[src/rtl/contrast_pipe.sv]
`default_nettype none
// ============================================================================
// Module   : contrast_pipe
// Brief    : Two-stage per-channel contrast gain around mid-grey, with the
//            level/enable settings changed only at frame boundaries.
// Revision : 1.0  initial release
// ============================================================================
module contrast_pipe #(
    parameter int DW   = 8,
    parameter int CH   = 3,
    parameter int LW   = 4,
    parameter int FRAC = 3
) (
    input  logic               clk,
    input  logic               rst,
    input  logic               enable,
    input  logic               frame_en,
    input  logic               inc,
    input  logic               dec,
    input  logic [CH*DW-1:0]   pix_in,
    input  logic               pix_in_valid,
    output logic [CH*DW-1:0]   pix_out,
    output logic               pix_out_valid,
    output logic [LW-1:0]      level,
    output logic               active
);

    localparam int PW = DW + LW + 1;
    localparam int SW = DW + LW + 2;

    localparam logic [DW:0]   c_MID       = {2'b01, {(DW-1){1'b0}}};
    localparam logic [LW-1:0] c_LVL_MAX   = {LW{1'b1}};
    localparam logic [LW-1:0] c_LVL_ONE   = LW'(1);
    localparam logic [LW-1:0] c_LVL_UNITY = LW'(1 << FRAC);

    logic [LW-1:0]    r_level;
    logic             r_active;
    logic             r_pend_inc;
    logic             r_pend_dec;

    logic             r_s1_valid;
    logic             r_s1_active;
    logic [CH*DW-1:0] r_s1_pix;
    logic [CH*PW-1:0] r_s1_p;
    logic [CH*DW-1:0] r_out;
    logic             r_out_valid;

    logic [CH*PW-1:0] w_prod;
    logic [CH*DW-1:0] w_adj;
    logic             w_inc_any;
    logic             w_dec_any;

    // Requests arriving in the same cycle as the strobe count toward it.
    assign w_inc_any = r_pend_inc | inc;
    assign w_dec_any = r_pend_dec | dec;

    always_ff @(posedge clk or posedge rst) begin
        if (rst) begin
            r_level    <= c_LVL_UNITY;
            r_active   <= 1'b0;
            r_pend_inc <= 1'b0;
            r_pend_dec <= 1'b0;
        end else if (frame_en) begin
            r_active   <= enable;
            r_pend_inc <= 1'b0;
            r_pend_dec <= 1'b0;
            if (r_active) begin
                if (w_inc_any && !w_dec_any && (r_level != c_LVL_MAX))
                    r_level <= r_level + c_LVL_ONE;
                else if (w_dec_any && !w_inc_any && (r_level != '0))
                    r_level <= r_level - c_LVL_ONE;
            end
        end else if (r_active) begin
            if (inc)
                r_pend_inc <= 1'b1;
            if (dec)
                r_pend_dec <= 1'b1;
        end
    end

    for (genvar c = 0; c < CH; c++) begin : g_ch
        logic signed [DW:0]   w_d;
        logic signed [PW-1:0] w_d_ext;
        logic signed [PW-1:0] w_lvl_ext;
        logic signed [PW-1:0] w_p;
        logic signed [PW-1:0] w_shift;
        logic signed [SW-1:0] w_s;
        logic [DW-1:0]        w_clamped;

        assign w_d       = $signed({1'b0, pix_in[c*DW +: DW]}) - $signed(c_MID);
        assign w_d_ext   = {{LW{w_d[DW]}}, w_d};
        assign w_lvl_ext = {{(DW+1){1'b0}}, r_level};
        assign w_p       = w_d_ext * w_lvl_ext;
        assign w_prod[c*PW +: PW] = w_p;

        // Arithmetic shift floors toward minus infinity before re-centring.
        assign w_shift = $signed(r_s1_p[c*PW +: PW]) >>> FRAC;
        assign w_s     = {w_shift[PW-1], w_shift} + {{(LW+1){1'b0}}, c_MID};

        always_comb begin
            if (w_s[SW-1])
                w_clamped = '0;
            else if (|w_s[SW-2:DW])
                w_clamped = '1;
            else
                w_clamped = w_s[DW-1:0];
        end

        assign w_adj[c*DW +: DW] = w_clamped;
    end

    // Settings are frozen into stage 1 alongside the pixel so a pixel never
    // sees a mix of old and new level/enable.
    always_ff @(posedge clk or posedge rst) begin
        if (rst) begin
            r_s1_valid  <= 1'b0;
            r_s1_active <= 1'b0;
            r_s1_pix    <= '0;
            r_s1_p      <= '0;
            r_out_valid <= 1'b0;
            r_out       <= '0;
        end else begin
            r_s1_valid  <= pix_in_valid;
            r_out_valid <= r_s1_valid;
            if (pix_in_valid) begin
                r_s1_active <= r_active;
                r_s1_pix    <= pix_in;
                r_s1_p      <= w_prod;
            end
            if (r_s1_valid)
                r_out <= r_s1_active ? w_adj : r_s1_pix;
        end
    end

    assign pix_out       = r_out;
    assign pix_out_valid = r_out_valid;
    assign level         = r_level;
    assign active        = r_active;

endmodule
`default_nettype wire

[config.mk]
export PLATFORM = sky130hd
export DESIGN_NAME = contrast_pipe
export DESIGN_NICKNAME = d
export VERILOG_FILES = /design/src/rtl/contrast_pipe.sv
export SDC_FILE = /design/constraint.sdc
export NUM_CORES = 1
export LEC_CHECK = 0
export ABC_AREA = 1
export CAP_MARGIN = 20
export CORE_MARGIN = 4
export CORE_UTILIZATION = 60
export CTS_BUF_LIST = sky130_fd_sc_hd__clkbuf_16
export CTS_CLUSTER_DIAMETER = 150
export DETAILED_ROUTE_END_ITERATION = 10
export GPL_ROUTABILITY_DRIVEN = 1
export PLACE_DENSITY_LB_ADDON = 0.15
export SYNTH_ARGS = -nofsm -noshare
export SYNTH_HDL_FRONTEND = slang
export SYNTH_SLANG_ARGS = --single-unit
[constraint.sdc]
create_clock -name clk -period 4.9 [get_ports clk]
set_clock_uncertainty 0.1 [all_clocks]
set_input_delay 0.98 -clock clk [delete_from_list [all_inputs] [get_ports clk]]
set_output_delay 0.98 -clock clk [all_outputs]
set_load 0.02 [all_outputs]
== Word level (Yosys, flattened, before mapping) ==
Cells that the tools add are included.

* Logic and storage cells: 56
* Bits in registers: 97
* Input bits: 31

* $mul: 3
* Equal/unequal tests: 1
* Bitwise operators: 2
* Reduce and logical (&&, ||, !) cells: 17
* Multiplexer cells: 15
* $add $sub $neg: 8

{| class="wikitable"
|+ Operators with widths
! cell !! count
|-
| 8-bit 2-to-1 mux || 6
|-
| 9-bit by 5-bit multiplier with 13-bit output || 3
|-
| 10-bit by 9-bit adder with 11-bit output (second input constant) || 3
|-
| 8-bit by 8-bit subtractor with 9-bit output (second input constant) || 3
|-
| 24-bit 2-to-1 mux || 1
|-
| 5-bit OR reduction || 3
|-
| 4-bit 2-to-1 mux || 2
|-
| 2-bit nonzero test || 4
|-
| 1-bit 2-to-1 mux || 6
|-
| 4-bit by 1-bit adder with 4-bit output (second input constant) || 1
|-
| 1-bit logical AND || 4
|-
| 4-bit != test (second input constant) || 1
|-
| 2-bit AND reduction || 2
|-
| 4-bit nonzero test || 1
|-
| 4-bit by 1-bit subtractor with 4-bit output (second input constant) || 1
|-
| 3-bit AND reduction || 1
|-
| 1-bit zero test || 2
|-
| 1-bit bitwise OR || 2
|}

== Longest topological paths before layout ==
Gate-level depths: netlist (run 1).

* Word-level depth: 6
* Depth in mapped cells: 19
* Gate-level depth less buffers: 18

== Worst setup path before layout (run 1) ==
OpenSTA, ideal clock, no wires.

* Path kind: in2reg
* From: in pix_in[4]
* To: reg r_s1_p[9]
* Setup slack: 1.238 ns
* Cell stages on the path: 14
* Path buffers: 0
* Data required time: 4.683 ns
* Library setup time: 0.117 ns
* Data arrival time: 3.444 ns
* Cell sequence: nand2_1 -> inv_1 -> ha_1 -> fa_1 -> inv_1 -> fa_1 -> inv_1 -> ha_1 -> a21oi_1 -> nor2_1 -> nor2_1 -> nand3_1 -> nand3_1 -> nand2_1

* Cells in the longest elaborated chain, start to end: 2

{| class="wikitable"
|+ Ends and longest elaborated chain
! element !! line !! text
|-
| start: declaration || 20 || <nowiki>input logic [CH*DW-1:0] pix_in,</nowiki>
|-
| 8-bit by 8-bit subtractor with 9-bit output || 90 || <nowiki>assign w_d = $signed({1'b0, pix_in[c*DW +: DW]}) - $signed(c_MID);</nowiki>
|-
| 9-bit by 5-bit multiplier with 13-bit output || 93 || <nowiki>assign w_p = w_d_ext * w_lvl_ext;</nowiki>
|-
| end signal: assignment || 128 || <nowiki>r_s1_p <= w_prod;</nowiki>
|-
| end: declaration || 44 || <nowiki>logic [CH*PW-1:0] r_s1_p;</nowiki>
|}

No other way between the ends.
A chain may end at the register's enable or synchronous reset.

== Final worst setup path (run 1) ==
* From: in pix_in[19]
* To: reg r_s1_p[34]

The elaborated chain is that of the path after synthesis.

==> metrics.yaml, run 1 <==
timing:
  hold_violations: 0
  setup_violations: 0
  period_share: 0.855
  slew_viol_final: 0
  fmax_ghz: 0.239
  relSlewSlack: 0.516
  setup_ws_ns: 0.712
  fin_tns_setup_ns: 0
  worstMarginPinSlew_ns: 0.725
  rsz0062_at_grt: "false"
  period_minus_slack_ns: 4.19
global_route:
  grtUsageTotal: 0.249
  grt_start_max_net_pins: 69
  overflow: 0
  grt_pass1_wl_um: 30100
  antenna_found_initial: 0
  grt_pass1_vias: 6437
run_status:
  status: "completed"
floorplan:
  io-pin-count: 61
  std_cell_rows: 41
  initial_utilization: 0.620
  core_area_mm2: 0.0128
  die_area_mm2: 0.0151
  die-width_um: 123
  die_y_um: 123
clock_network:
  cts_buffer_depth: 2
  cts_htree_levels: 3
  clk_latency_ns: 0.34
  cts.sinks: 88
  ctsHoldBuffers: 0
  clkTransAtPathRegs_ns: 0.06
  cts_tree: "yes"
  cts_buffers: 9
  cts_resized: 0
  clockRootBuffer: "clkbuf_16"
  cts_setup_buffers: 0
setup_path:
  crit_family: "adder cells"
  path_max_fanout: 5
  crit_path_end_kind: "flip-flop"
  crit_buf_inv: 4
  worst_ep_arrival_time_ns: 4.30
  cp_slowest_stage_delay_ns: 0.59
  crit_chain: "clkdlybuf4s50_1 -> nand2_1 -> inv_1 -> ha_1 -> fa_1 -> inv_1 -> fa_1 -> inv_1 -> ha_1 -> nand2_1 -> nor2_1 -> nor2_1 -> o21ai_0 -> nand2_1 -> nand2_1 -> o21ai_0"
  cp_common_cell: "nand2_1"
  critPathKind: "in -> reg"
  worstPathRequired_ns: 5.02
  slowest_stage: "clkdlybuf4s50_1"
  start_kind: "input port"
final_layout:
  drive_gt1_frac: 0.0315
  multi_input_area_mm2: 0.00471
  num_antenna_cells: 0
  area.sequential_mm2: 0.00220
  n_fill_cell: 1088
  finalNetCount: 1325
  syn2layout_area_growth_pct: 13.6
drt:
  wl_um: 17400
  drtAntennaViolNets: 0
  wire_per_inst_um: 12.9
  vias: 6938
  initialDrtViolationCount: 630
  first_pass_iters: 5
  remaining_drc_errors: 0
  viasPerCell: 5.15
placement:
  post-place-ws_ns: 0.371
  io_buffer_count: 60
  routabilityCongestion: 0.871
  hpwlAfterDp_um: 13400
synthesis:
  syn_area_per_cell_um2: 7.09
  yosysSeqAreaShare: 0.278
  synth_area_mm2: 0.00792
  synth.distinct_cells: 29
  synth_warnings: 0
  synth_nets: 1271
  ys_seq_elements: 88
  syn_inst: 1117
pwr:
  total_power_uw: 6050
  max-vdd-ir-drop_v: 0.000386
  cellPowerDensity_mw_per_mm2: 673
  p_leak_uw: 0.00525
job:
  drv_cap: 0
min_path:
  hold_path_class: "reg -> reg"
==> worst reg2reg max path, stage by stage, from the launching register on <==
cell	delay, ns
dfstp_2	0.91
inv_1	0.23
nor2_1	0.18
ha_1	0.28
fa_1	0.52
inv_1	0.06
fa_1	0.49
inv_1	0.04
ha_1	0.35
nand2_1	0.11
inv_1	0.04
a21oi_1	0.24
nand4_1	0.15
nand3_1	0.10
nand2_1	0.05
==> metal layers <==
metal / global-route usage / part of all wire
met1: 0.379 / 0.50
met2: 0.360 / 0.41
met3: 0.0544 / 0.069
met4: 0.0637 / 0.017
met5: 0 / 0
==> area by class of cell <==
type | instances | area share
Timing Repair Buffer | 69 | 0.0757
Tap cell | 172 | 0.0239
Multi-Input combinational cell | 767 | 0.524
Clock inverter | 7 | 0.00807
Clock buffer | 9 | 0.0250
Sequential cell | 88 | 0.245
Inverter | 236 | 0.0987
==> flip-flops by register name (all words and copies together), names as in the netlist <==
register,flops
r_s1_valid,1
r_s1_pix,24
r_s1_active,1
active,1
r_pend_inc,1
pix_out,24
level,4
r_s1_p,30
r_pend_dec,1
pix_out_valid,1
==> Yosys cell counts (all sizes together) <==
cell    instances  area [um2]
nand2         363        1370
inv           235         882
dfrtp          87        2180
nor2           86         333
ha             71         888
a21oi          63         315
fa             52        1040
o21ai          51         255
nand3          43         215
clkbuf         19        71.3
nand4           9        56.3
xor2            8        70.1
buf             7        46.3
nand3b          7        52.6
xnor2           5        43.8
a22oi           3        22.5
or2             2        12.5
a31oi           1        6.26
clkinv          1        3.75
dfstp           1        26.3
mux2            1        11.3
nor3            1        5.00
nor3b           1        7.51
==> through the flow <==
stage	cell area [um2]	cells	hold WS (ns)	util
global route	8990	1348	0.397	0.704
CTS	8970	1347	0.373	0.702
detailed placement	8670	1331	0.358	0.679
global placement	8670	1331	0.350	0.679
floorplan	7920	1117	0.317	-
finish	8990	1348	0.374	0.704
==> cells by family (layout without fill, tap and decap cells) <==
kind of cell / count (synthesis) / after routing / synth area share
AND/OR/NAND/NOR: 512 / 512 / 0.260
buffers and inverters: 262 / 321 / 0.127
adder cells (fa/ha/maj): 123 / 123 / 0.244
AO/OA/AOI/OAI: 118 / 118 / 0.0757
flip-flops: 88 / 88 / 0.278
XOR/XNOR: 13 / 13 / 0.0144
multiplexers: 1 / 1 / 0.00142
==> cells in the final DEF, fill, tap and decap left out <==
cell,instances
a21oi_1,63
a22oi_1,3
a31oi_1,1
buf_12,1
buf_4,8
bufinv_16,1
clkbuf_16,9
clkdlybuf4s50_1,60
clkinv_1,1
clkinv_2,2
clkinv_4,2
clkinvlp_4,1
dfrtp_1,87
dfstp_2,1
fa_1,52
ha_1,71
inv_1,233
inv_2,2
inv_6,1
mux2_2,1
nand2_1,359
nand2_2,4
nand3_1,43
nand3b_1,7
nand4_1,9
nor2_1,82
nor2_2,4
nor3_1,1
nor3b_1,1
o21ai_0,48
o21ai_1,3
or2_1,2
xnor2_1,5
xor2_1,8
==> power by group <==
part	internal [uW]	total (uW)	switching (uW)
clock network	396	683	287
registers	964	1190	229
logic	1590	4170	2580
==> final timing paths <==
kind	start	to	slack (ns)	depth (start not counted)
worst max-delay path	pix_in[19]	r_s1_p[34]	0.71	16
worst min-delay path	r_s1_pix[11]	r_s1_pix[11]	0.37	2
worst max register to register	level[3]	r_s1_p[24]	0.95	14
worst min register to register	r_s1_pix[11]	r_s1_pix[11]	0.37	2
max in group asynchronous	rst	r_s1_p[37]	2.98	3
min in group asynchronous	rst	r_s1_pix[9]	0.84	2
(Power assumes the default switching activity.)
==> inputs of run 2 (changes only) <==
--- a/config.mk
+++ b/config.mk
@@ -13,6 +13,7 @@
 export CTS_CLUSTER_DIAMETER = 150
 export DETAILED_ROUTE_END_ITERATION = 10
 export GPL_ROUTABILITY_DRIVEN = 1
+export MAX_ROUTING_LAYER = met4
 export PLACE_DENSITY_LB_ADDON = 0.15
 export SYNTH_ARGS = -nofsm -noshare
 export SYNTH_HDL_FRONTEND = slang
==> run 2 against run 1 <==
Critical path depth unchanged. Routed wire length down 0.41%. Register-to-register slack worse by 0.02 ns. Fmax up 0.14%. Combinational power about the same. Global-route usage up 0.72 points. Critical path type unchanged. Clock power about the same. Critical endpoint unchanged. First-iteration DRC count up 10%. Die area unchanged. Highest routed layer unchanged. Via count down 0.14%. Power down 0.15%.
==> metrics.yaml, run 2 (synthesized netlist as in run 1, its figures left out) <==
timing:
  rsz0062_at_grt: "false"
  period_minus_slack_ns: 4.18  # -0.00572 ns
  setup_violations: 0  # unchanged
  relSlewSlack: 0.508  # -0.00846
  setup_ws_ns: 0.718  # +0.00572 ns
  period_share: 0.853  # -0.00117
  fin_tns_setup_ns: 0  # unchanged
  slew_viol_final: 0  # unchanged
  worstMarginPinSlew_ns: 0.738  # +0.0127 ns
  hold_violations: 0  # unchanged
  fmax_ghz: 0.239  # +0.14%
clock_network:
  clockRootBuffer: "clkbuf_16"
  cts_buffers: 9  # unchanged
  cts_resized: 0  # unchanged
  clkTransAtPathRegs_ns: 0.06  # about the same
  ctsHoldBuffers: 0  # unchanged
  cts.sinks: 88  # unchanged
  cts_htree_levels: 3  # unchanged
  cts_setup_buffers: 0  # unchanged
  cts_buffer_depth: 2  # unchanged
  cts_tree: "yes"
  clk_latency_ns: 0.35  # about the same
final_layout:
  final_cell_mix: "nand2_1, inv_1, dfrtp_1"
  top_register: "r_s1_p"
  num_antenna_cells: 0  # unchanged
  post-route-util: 0.704  # unchanged
  largest_reg_flops: 30  # unchanged
  syn2layout_area_growth_pct: 13.6  # unchanged
  final_common_cell: "nand2_1"
  finalNetCount: 1325  # unchanged
  final_cells: 1348  # unchanged
  drive_gt1_frac: 0.0315  # unchanged
drt:
  vias: 6928  # -0.14%
  drtAntennaViolNets: 0  # unchanged
  remaining_drc_errors: 0  # unchanged
  wire_per_inst_um: 12.9  # -0.41%
  viasPerCell: 5.14  # -0.14%
  initialDrtViolationCount: 693  # +10%
  first_pass_iters: 5  # unchanged
  wl_um: 17300  # -0.41%
global_route:
  met1_usage: 0.382  # +0.00331
  grt_util_met2: 0.360  # unchanged
  grtUsageTotal: 0.256  # +0.00717
  antenna_found_initial: 0  # unchanged
  overflow: 0  # unchanged
  grt_pass1_vias: 6435  # -0.031%
  grt_pass1_wl_um: 30000  # -0.16%
  grt_start_max_net_pins: 69  # unchanged
  gr-usage-met3: 0.0488  # -0.00553
  gr-max-usage-layer: "met1"
placement:
  hpwlAfterDp_um: 13400  # unchanged
  post-place-ws_ns: 0.371  # unchanged
  dp_cells: 1331  # unchanged
  routabilityCongestion: 0.885  # +1.6%
  io_buffer_count: 60  # unchanged
setup_path:
  worstPathRequired_ns: 5.02  # about the same
  critPathKind: "in -> reg"
  r2r_setup_slack_ns: 0.93  # -0.02 ns
  crit_path_end_kind: "flip-flop"
  path_max_fanout: 5  # unchanged
  worst_ep_arrival_time_ns: 4.30  # about the same
  start_kind: "input port"
run_status:
  status: "completed"
floorplan:
  die_area_mm2: 0.0151  # unchanged
  initial_utilization: 0.620  # unchanged
  die_y_um: 123  # unchanged
  io-pin-count: 61  # unchanged
  std_cell_rows: 41  # unchanged
  die-width_um: 123  # unchanged
  core_area_mm2: 0.0128  # unchanged
pwr:
  cellPowerDensity_mw_per_mm2: 672  # -0.15%
  p_leak_uw: 0.00525  # unchanged
  max-vdd-ir-drop_v: 0.000387  # about the same
job:
  drv_cap: 0  # unchanged
min_path:
  hold_path_class: "reg -> reg"
[run 2: worst max-delay path, cell delays in order]
cell	delay, ns
clkdlybuf4s50_1	0.59
nand2_1	0.08
inv_1	0.08
ha_1	0.24
fa_1	0.54
inv_1	0.05
fa_1	0.53
inv_1	0.04
ha_1	0.34
nand2_1	0.09
nor2_1	0.12
nor2_1	0.08
o21ai_0	0.29
nand2_1	0.10
nand2_1	0.07
o21ai_0	0.08
[run 2: area by class of cell]
type | instances | area [um2]
tap | 172 | 215
fill | 1088 | 3780
inverter | 236 | 887
sequential | 88 | 2200
timing repair buffer | 69 | 681
clock inverter | 7 | 72.6
clock buffer | 9 | 225
multi-input combinational | 767 | 4710
[run 2: path summary, 6_finish.rpt]
check,from,depth (start not counted),endpoint
worst max-delay path,pix_in[19],16,r_s1_p[34]
worst min-delay path,r_s1_pix[5],2,r_s1_pix[5]
worst max register to register,level[2],13,r_s1_p[20]
worst min register to register,r_s1_pix[5],2,r_s1_pix[5]
max in group asynchronous,rst,3,r_s1_p[37]
min in group asynchronous,rst,2,r_s1_p[21]
[run 2: where the power goes]
group | switching [uW] | leakage [uW] | internal [uW]
Sequential | 227 | 0.00105 | 965
Clock | 286 | 0.000147 | 396
Combinational | 2580 | 0.00405 | 1590
Total | 3090 | 0.00525 | 2950
[run 2: routing by layer]
metal	up-vias	part of all wire	wire length, um
li1	3499	-	-
met1	3217	0.50	8730
met2	190	0.41	7170
met3	22	0.066	1150
met4	0	0.017	290
met5	-	0	0
[run 2: stage by stage]
| step | cell area [um2] | total power [uW] | hold slack [ns] |
|---|---|---|---|
| final | 8990 | 6040 | 0.373 |
| after global routing | 8990 | 6820 | 0.397 |
| after CTS | 8970 | 6050 | 0.373 |
| after detailed placement | 8670 | 5330 | 0.358 |
| after global placement | 8670 | 5210 | 0.350 |
| after floorplan | 7920 | 4330 | 0.317 |
